**config.mk**
```make
export PLATFORM = sky130hd
export DESIGN_NAME = rx_ctrl
export DESIGN_NICKNAME = d
export VERILOG_FILES = /design/src/rtl/uart_pkg.sv /design/src/rtl/uart_sync2.sv /design/src/rtl/rx_ctrl.sv
export SDC_FILE = /design/constraint.sdc
export NUM_CORES = 1
export LEC_CHECK = 0
export CAP_MARGIN = 0
export CORE_MARGIN = 2
export CORE_UTILIZATION = 57
export DETAILED_ROUTE_END_ITERATION = 8
export PLACE_DENSITY = 0.83
export SKIP_LAST_GASP = 1
export SYNTH_ARGS = -nofsm -noshare
export SYNTH_HDL_FRONTEND = slang
export SYNTH_HIERARCHICAL = 1
export SYNTH_SLANG_ARGS = --single-unit
```
**constraint.sdc**
```tcl
create_clock -name clk -period 5.3 [get_ports clk]
set_input_delay 0.795 -clock clk [delete_from_list [all_inputs] [get_ports clk]]
set_output_delay 0.795 -clock clk [all_outputs]
set_load 0.05 [all_outputs]
```
**src/rtl/uart_pkg.sv**
```systemverilog
// Shared UART definitions: receive-sequencer state encoding, bit-index
// constants and the default bit period.
package uart_pkg;

    localparam int unsigned BIT_CNT_W       = 10;
    localparam int unsigned CLK_DIV_DEFAULT = 434;

    localparam logic [BIT_CNT_W-1:0] BCNT_START   = 10'd0;
    localparam logic [BIT_CNT_W-1:0] BCNT_PRESENT = 10'd9;

    typedef enum logic [2:0] {
        ST_IDLE,
        ST_START,
        ST_DATA,
        ST_STOP,
        ST_WAIT_IDLE
    } rx_state_t;

endpackage

```
**src/rtl/uart_sync2.sv**
```systemverilog
// Two-flop synchroniser for asynchronous serial lines; both flops reset
// to 1 so an idle (high) line is seen during and right after reset.
module uart_sync2 (
    input  logic clk,
    input  logic rst,
    input  logic d,
    output logic q
);

    logic meta;

    always_ff @(posedge clk or negedge rst) begin
        if (!rst) begin
            meta <= 1'b1;
            q    <= 1'b1;
        end else begin
            meta <= d;
            q    <= meta;
        end
    end

endmodule

```
**src/rtl/rx_ctrl.sv**
```systemverilog
// UART receive sequencer: start-bit detection/validation, mid-bit timing
// and bit-index sequencing for the rx_dp capture datapath.
module rx_ctrl
    import uart_pkg::*;
#(
    parameter int unsigned CLK_DIV = CLK_DIV_DEFAULT
) (
    input  logic                 clk,
    input  logic                 rst,
    input  logic                 rx_in,
    output logic                 rx_en,
    output logic [BIT_CNT_W-1:0] bit_cnto,
    output logic                 rx_sync,
    output logic                 rx_done,
    output logic                 frame_err,
    output logic                 rx_busy
);

    localparam int unsigned CNT_W = $clog2(CLK_DIV);
    localparam logic [CNT_W-1:0] HALF_LAST = CNT_W'(CLK_DIV / 2 - 1);
    localparam logic [CNT_W-1:0] BIT_LAST  = CNT_W'(CLK_DIV - 1);

    rx_state_t            state, state_n;
    logic [CNT_W-1:0]     clk_cnt, clk_cnt_n;
    logic [2:0]           bit_idx, bit_idx_n;
    logic                 rx_en_n, rx_done_n, frame_err_n;
    logic [BIT_CNT_W-1:0] bit_cnto_n;
    logic                 rx_prev;

    uart_sync2 u_sync (
        .clk (clk),
        .rst (rst),
        .d   (rx_in),
        .q   (rx_sync)
    );

    always_ff @(posedge clk or negedge rst) begin
        if (!rst) begin
            state     <= ST_IDLE;
            clk_cnt   <= '0;
            bit_idx   <= '0;
            rx_en     <= 1'b0;
            bit_cnto  <= BCNT_START;
            rx_done   <= 1'b0;
            frame_err <= 1'b0;
            rx_prev   <= 1'b1;
        end else begin
            state     <= state_n;
            clk_cnt   <= clk_cnt_n;
            bit_idx   <= bit_idx_n;
            rx_en     <= rx_en_n;
            bit_cnto  <= bit_cnto_n;
            rx_done   <= rx_done_n;
            frame_err <= frame_err_n;
            rx_prev   <= rx_sync;
        end
    end

    always_comb begin
        state_n     = state;
        clk_cnt_n   = clk_cnt + 1'b1;
        bit_idx_n   = bit_idx;
        rx_en_n     = rx_en;
        bit_cnto_n  = bit_cnto;
        rx_done_n   = 1'b0;
        frame_err_n = 1'b0;

        case (state)
            ST_IDLE: begin
                rx_en_n    = 1'b0;
                bit_cnto_n = BCNT_START;
                clk_cnt_n  = '0;
                bit_idx_n  = '0;
                if (rx_prev && !rx_sync)
                    state_n = ST_START;
            end
            ST_START: begin
                if (clk_cnt == HALF_LAST) begin
                    clk_cnt_n = '0;
                    if (!rx_sync) begin
                        rx_en_n    = 1'b1;
                        bit_cnto_n = BCNT_START;
                        state_n    = ST_DATA;
                    end else begin
                        state_n = ST_IDLE;
                    end
                end
            end
            ST_DATA: begin
                if (clk_cnt == BIT_LAST) begin
                    clk_cnt_n  = '0;
                    bit_cnto_n = BIT_CNT_W'(bit_idx) + 10'd1;
                    bit_idx_n  = bit_idx + 1'b1;
                    if (bit_idx == 3'd7)
                        state_n = ST_STOP;
                end
            end
            ST_STOP: begin
                // rx_en stays high through the cycle that presents the byte
                if (clk_cnt == BIT_LAST) begin
                    clk_cnt_n  = '0;
                    bit_cnto_n = BCNT_PRESENT;
                    if (rx_sync) begin
                        rx_done_n = 1'b1;
                        state_n   = ST_IDLE;
                    end else begin
                        frame_err_n = 1'b1;
                        state_n     = ST_WAIT_IDLE;
                    end
                end
            end
            ST_WAIT_IDLE: begin
                rx_en_n   = 1'b0;
                clk_cnt_n = '0;
                if (rx_sync)
                    state_n = ST_IDLE;
            end
            default: begin
                state_n = ST_IDLE;
            end
        endcase
    end

    assign rx_busy = (state != ST_IDLE);

endmodule

```
### After elaboration in Yosys (flattened, before gate mapping)

Cells that the tools add are included.
Widths: inputs -> output; s select.

| storage, ports and cells | value |
|---|---|
| bits of input ports | 3 |
| register bits | 31 |

| cells by class | value |
|---|---|
| reductions and logical operators | 13 |
| equal/unequal tests | 14 |
| add/subtract/negate cells | 3 |
| multiplexer cells | 28 |

Operator list:

| operator | count |
|---|---|
| $mux 10 | 4 |
| $pmux 10 s4 | 1 |
| $pmux 9 s3 | 1 |
| $mux 3 | 8 |
| $mux 9 | 2 |
| $pmux 3 s5 | 1 |
| $ne 2x2->1 const B | 6 |
| $add 9x1->9 const B | 1 |
| $eq 9x8->1 const B | 1 |
| $eq 9x9->1 const B | 1 |
| $mux 1 | 8 |
| $eq 3x2->1 const B | 2 |
| $eq 3x3->1 const B | 2 |
| $pmux 3 s2 | 1 |
| $reduce_and 6->1 | 1 |
| $reduce_and 5->1 | 1 |
| $add 3x1->4 const B | 1 |
| $reduce_bool 2->1 | 2 |
| $reduce_bool 4->1 | 1 |
| $reduce_or 2->1 | 2 |
| $add 3x1->3 const B | 1 |
| $eq 3x1->1 const B | 1 |
| $logic_not 3->1 | 1 |
| $reduce_and 3->1 | 1 |
| 7 further kinds | 7 |

### Logic depth before layout (Yosys ltp)

Gate-level depths: netlist of run 1.

| depth | value |
|---|---|
| depth in word-level cells | 4 |
| depth in mapped cells | 7 |
| depth with buffers taken out | 6 |

### By module

The synthesis of run 1 kept the hierarchy.

Modules (own cells, without submodules):

| module | sequential area each (sq um) | times used | area an instance (sq um) | cells an instance |
|---|---|---|---|---|
| rx_ctrl | 576.8 | 1 | 1203.7 | 123 |
| uart_sync2 | 52.6 | 1 | 52.6 | 2 |

### Worst setup path before layout of run 1

Ideal clock, no wire load.

| timing path | value |
|---|---|
| path kind | reg2reg |
| from | register clk_cnt[0] |
| to | register bit_cnto[0] |
| clock period less this slack | 2.046 ns |
| path buffers | 0 |
| setup time | 0.121 ns |
| cell stages (with the launch flop) | 7 |
| data arrival time | 1.926 ns |
| setup slack | 3.254 ns |
| cells stage by stage | dfrtp_1 > inv_1 > ha_1 > or4b_4 > or3_1 > a221o_1 > a22o_1 |

| on the way | value |
|---|---|
| word-level cells in the longest chain between the ends | 3 |
| elaborated cells on any way between the ends | 6 |
| those cells by class | eq/ne: 5; reduce/logical: 1 |

Ends and longest elaborated chain:

| item | line | text |
|---|---|---|
| start: declaration | rx_ctrl.sv:24 | `logic [CNT_W-1:0] clk_cnt, clk_cnt_n;` |
| start signal: assignment | rx_ctrl.sv:49 | `clk_cnt <= clk_cnt_n;` |
| $eq 9x9->1 / $eq 9x8->1 (equally long branches) | rx_ctrl.sv:90, rx_ctrl.sv:100, rx_ctrl.sv:78 |  |
| $ne 2x2->1 (no line) | - |  |
| $reduce_and 5->1 (no line) (*) | - |  |
| end signal: assignment | rx_ctrl.sv:52 | `bit_cnto <= bit_cnto_n;` |
| end: declaration | rx_ctrl.sv:12 | `output logic [BIT_CNT_W-1:0] bit_cnto,` |

Every way passes the cells marked *; elsewhere a longest branch is shown, timed or not.
A chain may end at the register's enable or synchronous reset.

### Worst setup path after layout of run 1

| timing path | value |
|---|---|
| from | register state[1] |
| to | output port rx_busy |

| on the way | value |
|---|---|
| word-level cells in the longest chain between the ends | 1 |

Ends and longest elaborated chain:

| item | line | text |
|---|---|---|
| start: declaration | rx_ctrl.sv:23 | `rx_state_t state, state_n;` |
| start signal: assignment | rx_ctrl.sv:48 | `state <= state_n;` |
| $reduce_bool 3->1 | rx_ctrl.sv:124 | `assign rx_busy = (state != ST_IDLE);` |
| end: declaration | rx_ctrl.sv:16 | `output logic rx_busy` |

No other way between the ends.

==> results of run 1 <==
[cells in the mapped netlist (all sizes together)]
master	number	area share, %
a22o	4	3.0
conb	1	0.30
nand2b	2	1.0
or4b	1	1.1
a31o	1	0.70
o211ai	1	0.60
a221oi	1	0.70
nand3	8	3.2
dfrtp	22	44
a31oi	2	1.0
nor4	1	0.50
o21ai	4	1.6
nor3	3	1.2
clkbuf	6	1.8
ha	5	5.0
o211a	1	0.80
and3	2	1.0
nand2	6	1.8
inv	3	0.90
nand4	3	1.5
a21oi	2	0.80
nand4b	3	2.1
xnor2	6	4.2
nor2	17	5.1
dfstp	3	6.3
xor2	2	1.4
buf	7	4.0
or4	1	0.60
a211o	1	0.70
a311oi	1	0.70
nor2b	2	1.0
or3	2	1.0
a221o	1	0.80
[critical path, cell delays in order (launching register included)]
cell	delay (ps)
dfrtp_1	590
or3_1	410
clkdlybuf4s50_1	700
[cell families (layout without fill, tap and decap cells)]
| logic type | after synthesis | count (layout) | synth area share [%] |
|---|---|---|---|
| flops | 25 | 25 | 50.10 |
| compound gates | 19 | 19 | 11.36 |
| other cells | 1 | 6 | 0.2985 |
| buf+inv | 16 | 18 | 6.672 |
| simple gates | 51 | 51 | 21.02 |
| fa+ha+maj | 5 | 5 | 4.980 |
| xor+xnor | 8 | 8 | 5.578 |
[registers in the layout, summed over array words and instances, names as in the netlist]
signal and cells:
bit_cnto 4, bit_idx 3, clk_cnt 9, frame_err 1
rx_done 1, rx_en 1, rx_prev 1, state 3
u_sync/meta 1, u_sync/q 1
[per-stage QoR]
step	cell area [um2]	utilization [%]	setup WS (ps)	hold slack (ps)
2_1_floorplan	1275	-	3254	345.2
3_3_place_gp	1346	66.58	2867	346.2
3_5_place_dp	1346	66.58	2855	350.7
4_1_cts	1374	67.95	2481	369.8
5_1_grt	1374	67.95	2374	371.5
6_report	1374	67.95	2487	367.9
[cell usage in the layout, fill, tap and decap left out]
cell,synthesis,layout
nand3_1,8,8
nor3_1,3,3
nor2b_1,2,2
a21oi_1,2,2
or4_1,1,1
o211a_1,1,1
conb_1,1,6
a31oi_1,2,2
ha_1,5,5
o211ai_1,1,1
clkinv_2,0,1
or4b_4,1,1
nor2_1,17,17
nand4b_1,3,3
o21ai_0,4,4
dfstp_2,3,3
a221oi_1,1,1
a22o_1,2,2
and3_1,2,2
xnor2_1,6,6
nand2_1,6,6
a31o_2,1,1
a22o_2,2,2
or3_1,2,2
clkbuf_4,0,3
a211o_1,1,1
nand4_1,3,3
inv_1,3,3
a311oi_1,1,1
a221o_1,1,1
clkdlybuf4s50_1,0,11
nand2b_1,2,2
nor4_1,1,1
xor2_1,2,2
dfrtp_1,22,22
[power breakdown]
part	switching, uW	total, uW	internal [uW]
Clock	54.0	82.2	28.2
Sequential	36.3	248	212
Combinational	72.4	123	50.8
Total	163	453	291
[area by class of cell]
type                    instances  area (um2)
clock buffers                   3       22.52
clock inverters                 1       5.005
fillers                       160       648.1
inverters                       3       11.26
multi-input cells              89       561.8
flip-flops and latches         25       629.4
well taps                      27       33.78
repair buffers                 11       110.1
[path summary, 6_finish.rpt]
check / depth (start not counted) / endpoint / startpoint / slack, ps
hold reg to reg: 0 / u_sync/q$_DFF_PN1_ / u_sync/meta$_DFF_PN1_ / 370
min in group asynchronous: 1 / rx_done$_DFF_PN0_ / rst / 1040
setup / recovery: 2 / rx_busy / state[1]$_DFFE_PN0P_ / 2490
hold / removal: 0 / u_sync/q$_DFF_PN1_ / u_sync/meta$_DFF_PN1_ / 370
max in group asynchronous: 1 / clk_cnt[7]$_DFF_PN0_ / rst / 3610
setup reg to reg: 6 / clk_cnt[4]$_DFF_PN0_ / clk_cnt[1]$_DFF_PN0_ / 2990
[per-layer routing]
metal | wire length (um) | vias to the layer above | part of all wire, %
li1 | - | 440 | -
met1 | 933 | 450 | 46
met2 | 1042 | 18 | 51
met3 | 66 | 0 | 3.2
met4 | 0 | 0 | 0
met5 | 0 | - | 0
==> impl_results.md, run 1 <==
* First-pass GRT wire length at ~3600 um
* RSZ-0062 raised after global routing: no
* CTS resizes at 0
* Global-route usage over all layers at 17.98%
* CTS max path bufs at 2
* Antenna Diode Count at 0
* Mapped Area at around 0.0013 mm2
* Clk sink count at 25
* Routed len/inst at about 13 um
* GPL Wtd Cong at approximately 0.9
* Drc violations at 0
* Clk slew on worst S/H paths at 130 ps
* Clk_lat worst skew at 310 ps
* Hold Path Class: flop to flop
* Total of max-cap violations at 0
* Setup-failing EPs final at 0
* 1st-pass router iterations at 4
* DR vias/cell at 5.711
* Worst Tran Pin Value at approximately 1200 ps
* Gr busiest metal: met2
* Syn Area/Cell at between 10 and 15 um2
* Layout area overhead at 9.363%
* Slew HR at between 20 and 25%
* Nets@finish at 141
* Startpoint types: flop
* Total gr overflow at 0
* Total Wirelength at about 2000 um
* Leakage at 0.0006116 uW
* Post-synth cell types at 35
* I/O pins at 18
* Largest net degree at the start of global routing at 26
* CTS tree: done
* Number of synthesized register bits at 25
* Setup skew after layout at 7.542 ps
* Tcrit/Tclk final at a little over half
* Met3 Use GR at roughly 3.5%
* # hold bufs at CTS at 0
* Overall power at approximately 450 uW
* Initial Util at approximately 62%
* Die area at around 0.0026 mm2
* Row count at 16
* Vias in the first global route at 827
* H-tree levels at 1
* Number of buffers created by CTS at 3
* Mapped Cells at 125
* Final Slew Violations at 0
* HPWL Detailed at 1491 um
* Seq/Total Area, Yosys at between 50% and 60%
* Setup crit end kind: primary output
* GRT met2 Usage at roughly 30%
* Die Height at ~51 um
* Initial antenna violation count at 0
* Via count at between 900 and 1000
* Met1 usage at 23.79%
* CTS root buf: clkbuf_4
* Initial DRC count at 18
* FMAX at 355.5 MHz
* Peak VDD IR at ~250 uV
* Final ANT Viol Nets at 0
* Worst EP required at 4510 ps
* Worst Path Arrival at 2020 ps
* Hold Violations, Final at 0
* Ys Warns at 6
* Die width at 50.95 um
* Tmin final at 2813 ps
* Status: finished, final reports clean
* Port bufs at 11
* Post-Layout Cell Count at roughly 160
* Core Box Area at 0.002022 mm2
* Number of setup buffers added after CTS at 0
* Placed insts at roughly 160
* Layout cells sized above 1 at under 10%
* Cell area power density at 329.9 mW/mm2
* Setup tns final at 0 ps
* Kind of critical path: flop to primary output
* Critical Path Fanout Max at 19
Power figures use the tool's default switching activity.
==> inputs of run 2 (changes only) <==
--- a/config.mk
+++ b/config.mk
@@ -7,9 +7,9 @@
 export LEC_CHECK = 0
 export CAP_MARGIN = 0
 export CORE_MARGIN = 2
-export CORE_UTILIZATION = 57
+export CORE_UTILIZATION = 53
 export DETAILED_ROUTE_END_ITERATION = 8
-export PLACE_DENSITY = 0.83
+export PLACE_DENSITY = 0.78
 export SKIP_LAST_GASP = 1
 export SYNTH_ARGS = -nofsm -noshare
 export SYNTH_HDL_FRONTEND = slang
==> constraint.sdc (replaced) <==
create_clock -name clk -period 2.65 [get_ports clk]
set_input_delay 0.3975 -clock clk [delete_from_list [all_inputs] [get_ports clk]]
set_output_delay 0.3975 -clock clk [all_outputs]
set_load 0.05 [all_outputs]
==> impl_results.md, run 2 (synthesized netlist as in run 1, its figures left out) <==
* FMAX at about 410 MHz
* Commonest cells after routing, fill and taps aside: dfrtp_1 (22), nor2_1 (17), clkdlybuf4s50_1 (11), nand3_1 (8)
* Global-route usage over all layers at 19.84% (+1.9 points)
* Hold Violations, Final at 0 (unchanged)
* Largest net degree at the start of global routing at 26 (unchanged)
* Drc violations at 0 (unchanged)
* Layout cells sized above 1 at 8.955% (+0.62 points)
* Hold Crit Depth at 0 (unchanged)
* Port bufs at 11 (unchanged)
* Biggest regs: clk_cnt x9, bit_cnto x4
* Number of buffers created by CTS at 3 (unchanged)
* Vias in the first global route at 855 (+3.4%)
* Hold Path Class: flop to flop
* Total of max-cap violations at 0 (unchanged)
* 1st-pass router iterations at 4 (unchanged)
* Initial antenna violation count at 0 (unchanged)
* Combinational power share at 26.8% (-0.4 points)
* Metal1 wirelength at 995 um (+6.6%)
* RSZ-0062 raised after global routing: no
* Die Height at 52.69 um (+3.4%)
* Worst EP required at 2250 ps (-2260 ps)
* Commonest non-fill, non-tap cell in the layout: dfrtp_1
* FF-to-FF path depth at 6 (unchanged)
* Int Power at 583.3 uW (+100%)
* HPWL Detailed at 1621 um (+8.7%)
* Setup crit end kind: primary output
* Peak VDD IR at 557.7 uV (+120%)
* Cell area power density at 657.2 mW/mm2 (+99%)
* H-tree levels at 1 (unchanged)
* Clk slew on worst S/H paths at 120 ps (about the same)
* HP Start: u_sync/meta$_DFF_PN1_
* Nets@finish at 143 (+1.4%)
* First-pass GRT wire length at 3870 um (+8.9%)
* Met3 WL post-DR at 68 um (+3.0%)
* GPL Wtd Cong at 0.8107 (-7.4%)
* Kind of critical path: flop to primary output
* I/O pins at 18 (unchanged)
* Top routing layer used: met4
* Setup tns final at 0 ps (unchanged)
* Final ANT Viol Nets at 0 (unchanged)
* Sw frac at 36.09% (+0.19 points)
* Met2 WL at 1110 um (+6.5%)
* Sequential share of power at 54.9% (+0.2 points)
* Crit path from: state[1]$_DFFE_PN0P_
* Total Wirelength at 2229 um (+9.2%)
* Clock power share at 18.4% (+0.3 points)
* Leakage at 0.0006191 uW (+1.2%)
* Via count at 908 (unchanged)
* Reg with most FFs: clk_cnt
* Setup skew after layout at 5.885 ps (-1.657 ps)
* Clk_lat worst skew at 320 ps (about the same)
* Tmin final at ~2400 ps
* CTS max path bufs at 2 (unchanged)
* CTS resizes at 0 (unchanged)
* Net switching power at 329.4 uW (+100%)
* Max FFs per register at 9 (unchanged)
* Status: finished, final reports clean
* CTS root buf: clkbuf_4
* Routed len/inst at 13.76 um (+7.1%)
* Die width at 52.69 um (+3.4%)
* Layout area overhead at 10.56%
* Setup-failing EPs final at 0 (unchanged)
* Util after Layout at 62.18% (-5.8 points)
* CTS tree: done
* Initial DRC count at 10 (-8)
* Slew HR at 64.34% (+42 points)
* Antenna Diode Count at 0 (unchanged)
* Die area at 0.002776 mm2 (+6.9%)
* Tcrit/Tclk final at roughly 92%
* Final Slew Violations at 0 (unchanged)
* Worst Path Arrival at 2030 ps (about the same)
* # hold bufs at CTS at 0 (unchanged)
* Core Box Area at 0.002233 mm2 (+10%)
* Worst Tran Pin Value at 534.9 ps (-622.4 ps)
* Initial Util at 56.25% (-5.9 points)
* Critical Path Fanout Max at 19 (unchanged)
* DR vias/cell at 5.605 (-1.9%)
* Startpoint types: flop
* Clk sink count at 25 (unchanged)
* Total gr overflow at 0 (unchanged)
* Number of setup buffers added after CTS at 0 (unchanged)
* Row count at 17 (+1)
* Worst reg2reg startpoint: clk_cnt[0]$_DFF_PN0_
## run 2: cell count changes in the layout (fill, tap and decap cells not counted), sizes merged
cell,previous run,this run
buf,0,2
clkbuf,3,4
clkinv,1,0
## run 2: path summary, 6_finish.rpt
path / to / slack, ps
min reg2reg: u_sync/q$_DFF_PN1_ / 370
min: u_sync/q$_DFF_PN1_ / 370
min in group asynchronous: clk_cnt[3]$_DFF_PN0_ / 420
max in group asynchronous: u_sync/q$_DFF_PN1_ / 1930
max reg2reg: bit_cnto[3]$_DFFE_PN0P_ / 500
max: rx_busy / 220
## run 2: layout make-up
class	instances	area [um2]
well taps	28	35.03
repair buffers	13	125.1
flip-flops and latches	25	629.4
inverters	3	11.26
clock buffers	4	26.28
fillers	194	844.6
multi-input cells	89	561.8
## run 2: per-layer routing
metal | vias to the layer above | track usage [%]
li1 | 449 | -
met1 | 438 | 23.09
met2 | 17 | 33.96
met3 | 4 | 3.429
met4 | 0 | 11.54
met5 | - | 0
## run 2: stage by stage
step / setup WS, ps / area, um2 / power (uW) / cells / hold slack, ps
after floorplan: 603.5 / 1275 / 701.6 / 130 / 101.9
after global placement: 567.4 / 1363 / 742.4 / 158 / 345.9
after detailed placement: 502.1 / 1363 / 753.4 / 158 / 349.4
after CTS: 209.3 / 1389 / 924.5 / 162 / 367.8
after global routing: 106.3 / 1389 / 978.9 / 162 / 369.6
final: 219.9 / 1389 / 912.7 / 162 / 366.4
## run 2: power by group through the flow
stage	logic, uW	clock network (uW)	registers, uW
after global routing	272	195	512
final	244	168	501
after CTS	247	177	501
after floorplan	236	0	465
after detailed placement	245	0	508
after global placement	241	0	501
## run 2: worst max-delay path: stages, from the launching register on
cell and delay [ps]:
dfrtp_1 600, or3_1 420, clkdlybuf4s50_1 700
==> inputs of run 3 (changes only) <==
--- a/config.mk
+++ b/config.mk
@@ -9,7 +9,7 @@
 export CORE_MARGIN = 2
 export CORE_UTILIZATION = 53
 export DETAILED_ROUTE_END_ITERATION = 8
-export PLACE_DENSITY = 0.78
+export PLACE_DENSITY = 0.87
 export SKIP_LAST_GASP = 1
 export SYNTH_ARGS = -nofsm -noshare
 export SYNTH_HDL_FRONTEND = slang
==> impl_results.md, run 3 (synthesized netlist as in run 1, its figures left out) <==
* Critical Path Fanout Max at 19 (unchanged)
* Drc violations at 0 (unchanged)
* Die Height at 52.69 um (unchanged)
* Total gr overflow at 0 (unchanged)
* Layout area overhead at 11.25%
* Max FFs per register at 9 (unchanged)
* 1st-pass router iterations at 4 (unchanged)
* Total Wirelength at 2148 um (-3.6%)
* Seq. cell area at 629.4 um2 (unchanged)
* Gr busiest metal: met2
* Filler cells at 181 (-6.7%)
* Global-route usage over all layers at 18.04% (-1.8 points)
* Number of setup buffers added after CTS at 0 (unchanged)
* Final ANT Viol Nets at 0 (unchanged)
* Final hold slack at 365.1 ps (-1.240 ps)
* CTS tree: done
* Number of buffers created by CTS at 3 (unchanged)
* DR vias/cell at 5.626 (+0.37%)
* Setup-failing EPs final at 0 (unchanged)
* Cell area power density at 652.1 mW/mm2 (-0.78%)
* Largest net degree at the start of global routing at 26 (unchanged)
* Initial DRC count at 18 (+8)
* CTS max path bufs at 2 (unchanged)
* Initial Util at 56.25% (unchanged)
* Commonest non-fill, non-tap cell in the layout: dfrtp_1
* Routed len/inst at 13.18 um (-4.2%)
* Clk slew on worst S/H paths at 130 ps (about the same)
* Worst Tran Pin Value at 540.7 ps (+5.811 ps)
* Row count at 17 (unchanged)
* Sequential share of power at 54.4% (-0.5 points)
* Startpoint types: flop
* CTS root buf: clkbuf_4
* HPWL Detailed at 1644 um (+1.4%)
* GRT met2 Usage at 32.08% (-1.9 points)
* Total of max-cap violations at 0 (unchanged)
* Setup slack at placement at 508.5 ps (+6.395 ps)
* Setup crit end kind: primary output
* Hold Path Class: flop to flop
* I/O pins at 18 (unchanged)
* RSZ-0062 raised after global routing: no
* Setup tns final at 0 ps (unchanged)
* Sw frac at 36.02% (-0.066 points)
* Leakage at 0.0006273 uW (+1.3%)
* Tcrit/Tclk final at 92.19% (+0.49 points)
* Antenna Diode Count at 0 (unchanged)
* Net switching power at 328.3 uW (-0.33%)
* Tmin final at 2443 ps (+12.88 ps)
* Vias in the first global route at 858 (+0.35%)
* Setup skew after layout at 5.453 ps (-0.4318 ps)
* Int Power at 583.1 uW (about the same)
* Slew HR at 63.95% (-0.39 points)
* Met1 usage at 21.87% (-1.2 points)
* # hold bufs at CTS at 0 (unchanged)
* FMAX at 409.3 MHz (-0.53%)
* Die area at 0.002776 mm2 (unchanged)
* Worst setup margin at 207.1 ps (-12.88 ps)
* Layout cells sized above 1 at 10.37% (+1.4 points)
* Clock power share at 18.1% (-0.3 points)
* Via count at 917 (+0.99%)
* Worst EP required at 2250 ps (about the same)
* Commonest cells after routing, fill and taps aside: dfrtp_1 (22), nor2_1 (17), clkdlybuf4s50_1 (11), nand3_1 (8)
* Biggest regs: clk_cnt x9, bit_cnto x4
* Area of the multi-input gates at 561.8 um2 (unchanged)
* Met3 Use GR at 2.857% (-0.57 points)
* Port bufs at 11 (unchanged)
* Combinational power share at 27.5% (+0.7 points)
* Die width at 52.69 um (unchanged)
* Hold Violations, Final at 0 (unchanged)
* Final Slew Violations at 0 (unchanged)
* Clk sink count at 25 (unchanged)
* Kind of critical path: flop to primary output
* Reg with most FFs: clk_cnt
* Worst Path Arrival at 2050 ps (+20 ps)
* GPL Wtd Cong at 0.8172 (+0.80%)
* Peak VDD IR at 461.0 uV (-17%)
* Status: finished, final reports clean
* Nets@finish at 144 (+0.70%)
* Core Box Area at 0.002233 mm2 (unchanged)
* Initial antenna violation count at 0 (unchanged)
* H-tree levels at 1 (unchanged)
* CTS resizes at 0 (unchanged)
* First-pass GRT wire length at 3663 um (-5.3%)
* Clk_lat worst skew at 310 ps (about the same)
-- run 3: cell types whose count changed in the layout (fill, tap and decap cells not counted) --
cell | before | now
buf_4 | 2 | 3
clkbuf_1 | 1 | 0
clkinv_2 | 0 | 1
-- run 3: critical path: stages (launching register included) --
cell and delay (ps):
dfrtp_1 600, or3_1 420, clkdlybuf4s50_1 710
-- run 3: power groups by stage --
stage	registers, uW	logic [uW]	clock network (uW)
after detailed placement	503	253	0
after floorplan	465	236	0
after CTS	495	254	171
after global routing	506	282	187
final	496	250	165
after global placement	496	245	0
-- run 3: path summary, 6_finish.rpt --
| kind | start | slack, ps | cells after the start | to |
|---|---|---|---|---|
| worst max-delay path | state[1]$_DFFE_PN0P_ | 210 | 2 | rx_busy |
| worst min-delay path | u_sync/meta$_DFF_PN1_ | 370 | 0 | u_sync/q$_DFF_PN1_ |
| worst max register to register | clk_cnt[0]$_DFF_PN0_ | 500 | 6 | bit_cnto[0]$_DFFE_PN0P_ |
| worst min register to register | u_sync/meta$_DFF_PN1_ | 370 | 0 | u_sync/q$_DFF_PN1_ |
| max in group asynchronous | rst | 1950 | 2 | u_sync/q$_DFF_PN1_ |
| min in group asynchronous | rst | 420 | 2 | bit_cnto[1]$_DFFE_PN0P_ |
-- run 3: metal layers --
layer | vias up | share of wire (%)
met1 | 451 | 42
met2 | 17 | 54
met3 | 2 | 3.2
met5 | - | 0
met4 | 0 | 0.88
li1 | 447 | -
-- run 3: area by class of cell --
| type | instances | area share [%] |
|---|---|---|
| tap | 28 | 2.507 |
| inverter | 3 | 0.8057 |
| sequential | 25 | 45.03 |
| clock buffer | 3 | 1.611 |
| clock inverter | 1 | 0.3581 |
| multi-input combinational | 89 | 40.20 |
| timing repair buffer | 14 | 9.490 |
-- run 3: metrics by stage --
| stage | instances | total power [uW] | util (%) | instance area [um2] |
|---|---|---|---|---|
| detailed placement | 159 | 755.5 | 61.34 | 1370 |
| finish | 163 | 911.3 | 62.58 | 1398 |
| global placement | 159 | 741.6 | 61.34 | 1370 |
| global route | 163 | 974.5 | 62.58 | 1398 |
| floorplan | 130 | 701.6 | - | 1275 |
| CTS | 163 | 920.1 | 62.58 | 1398 |
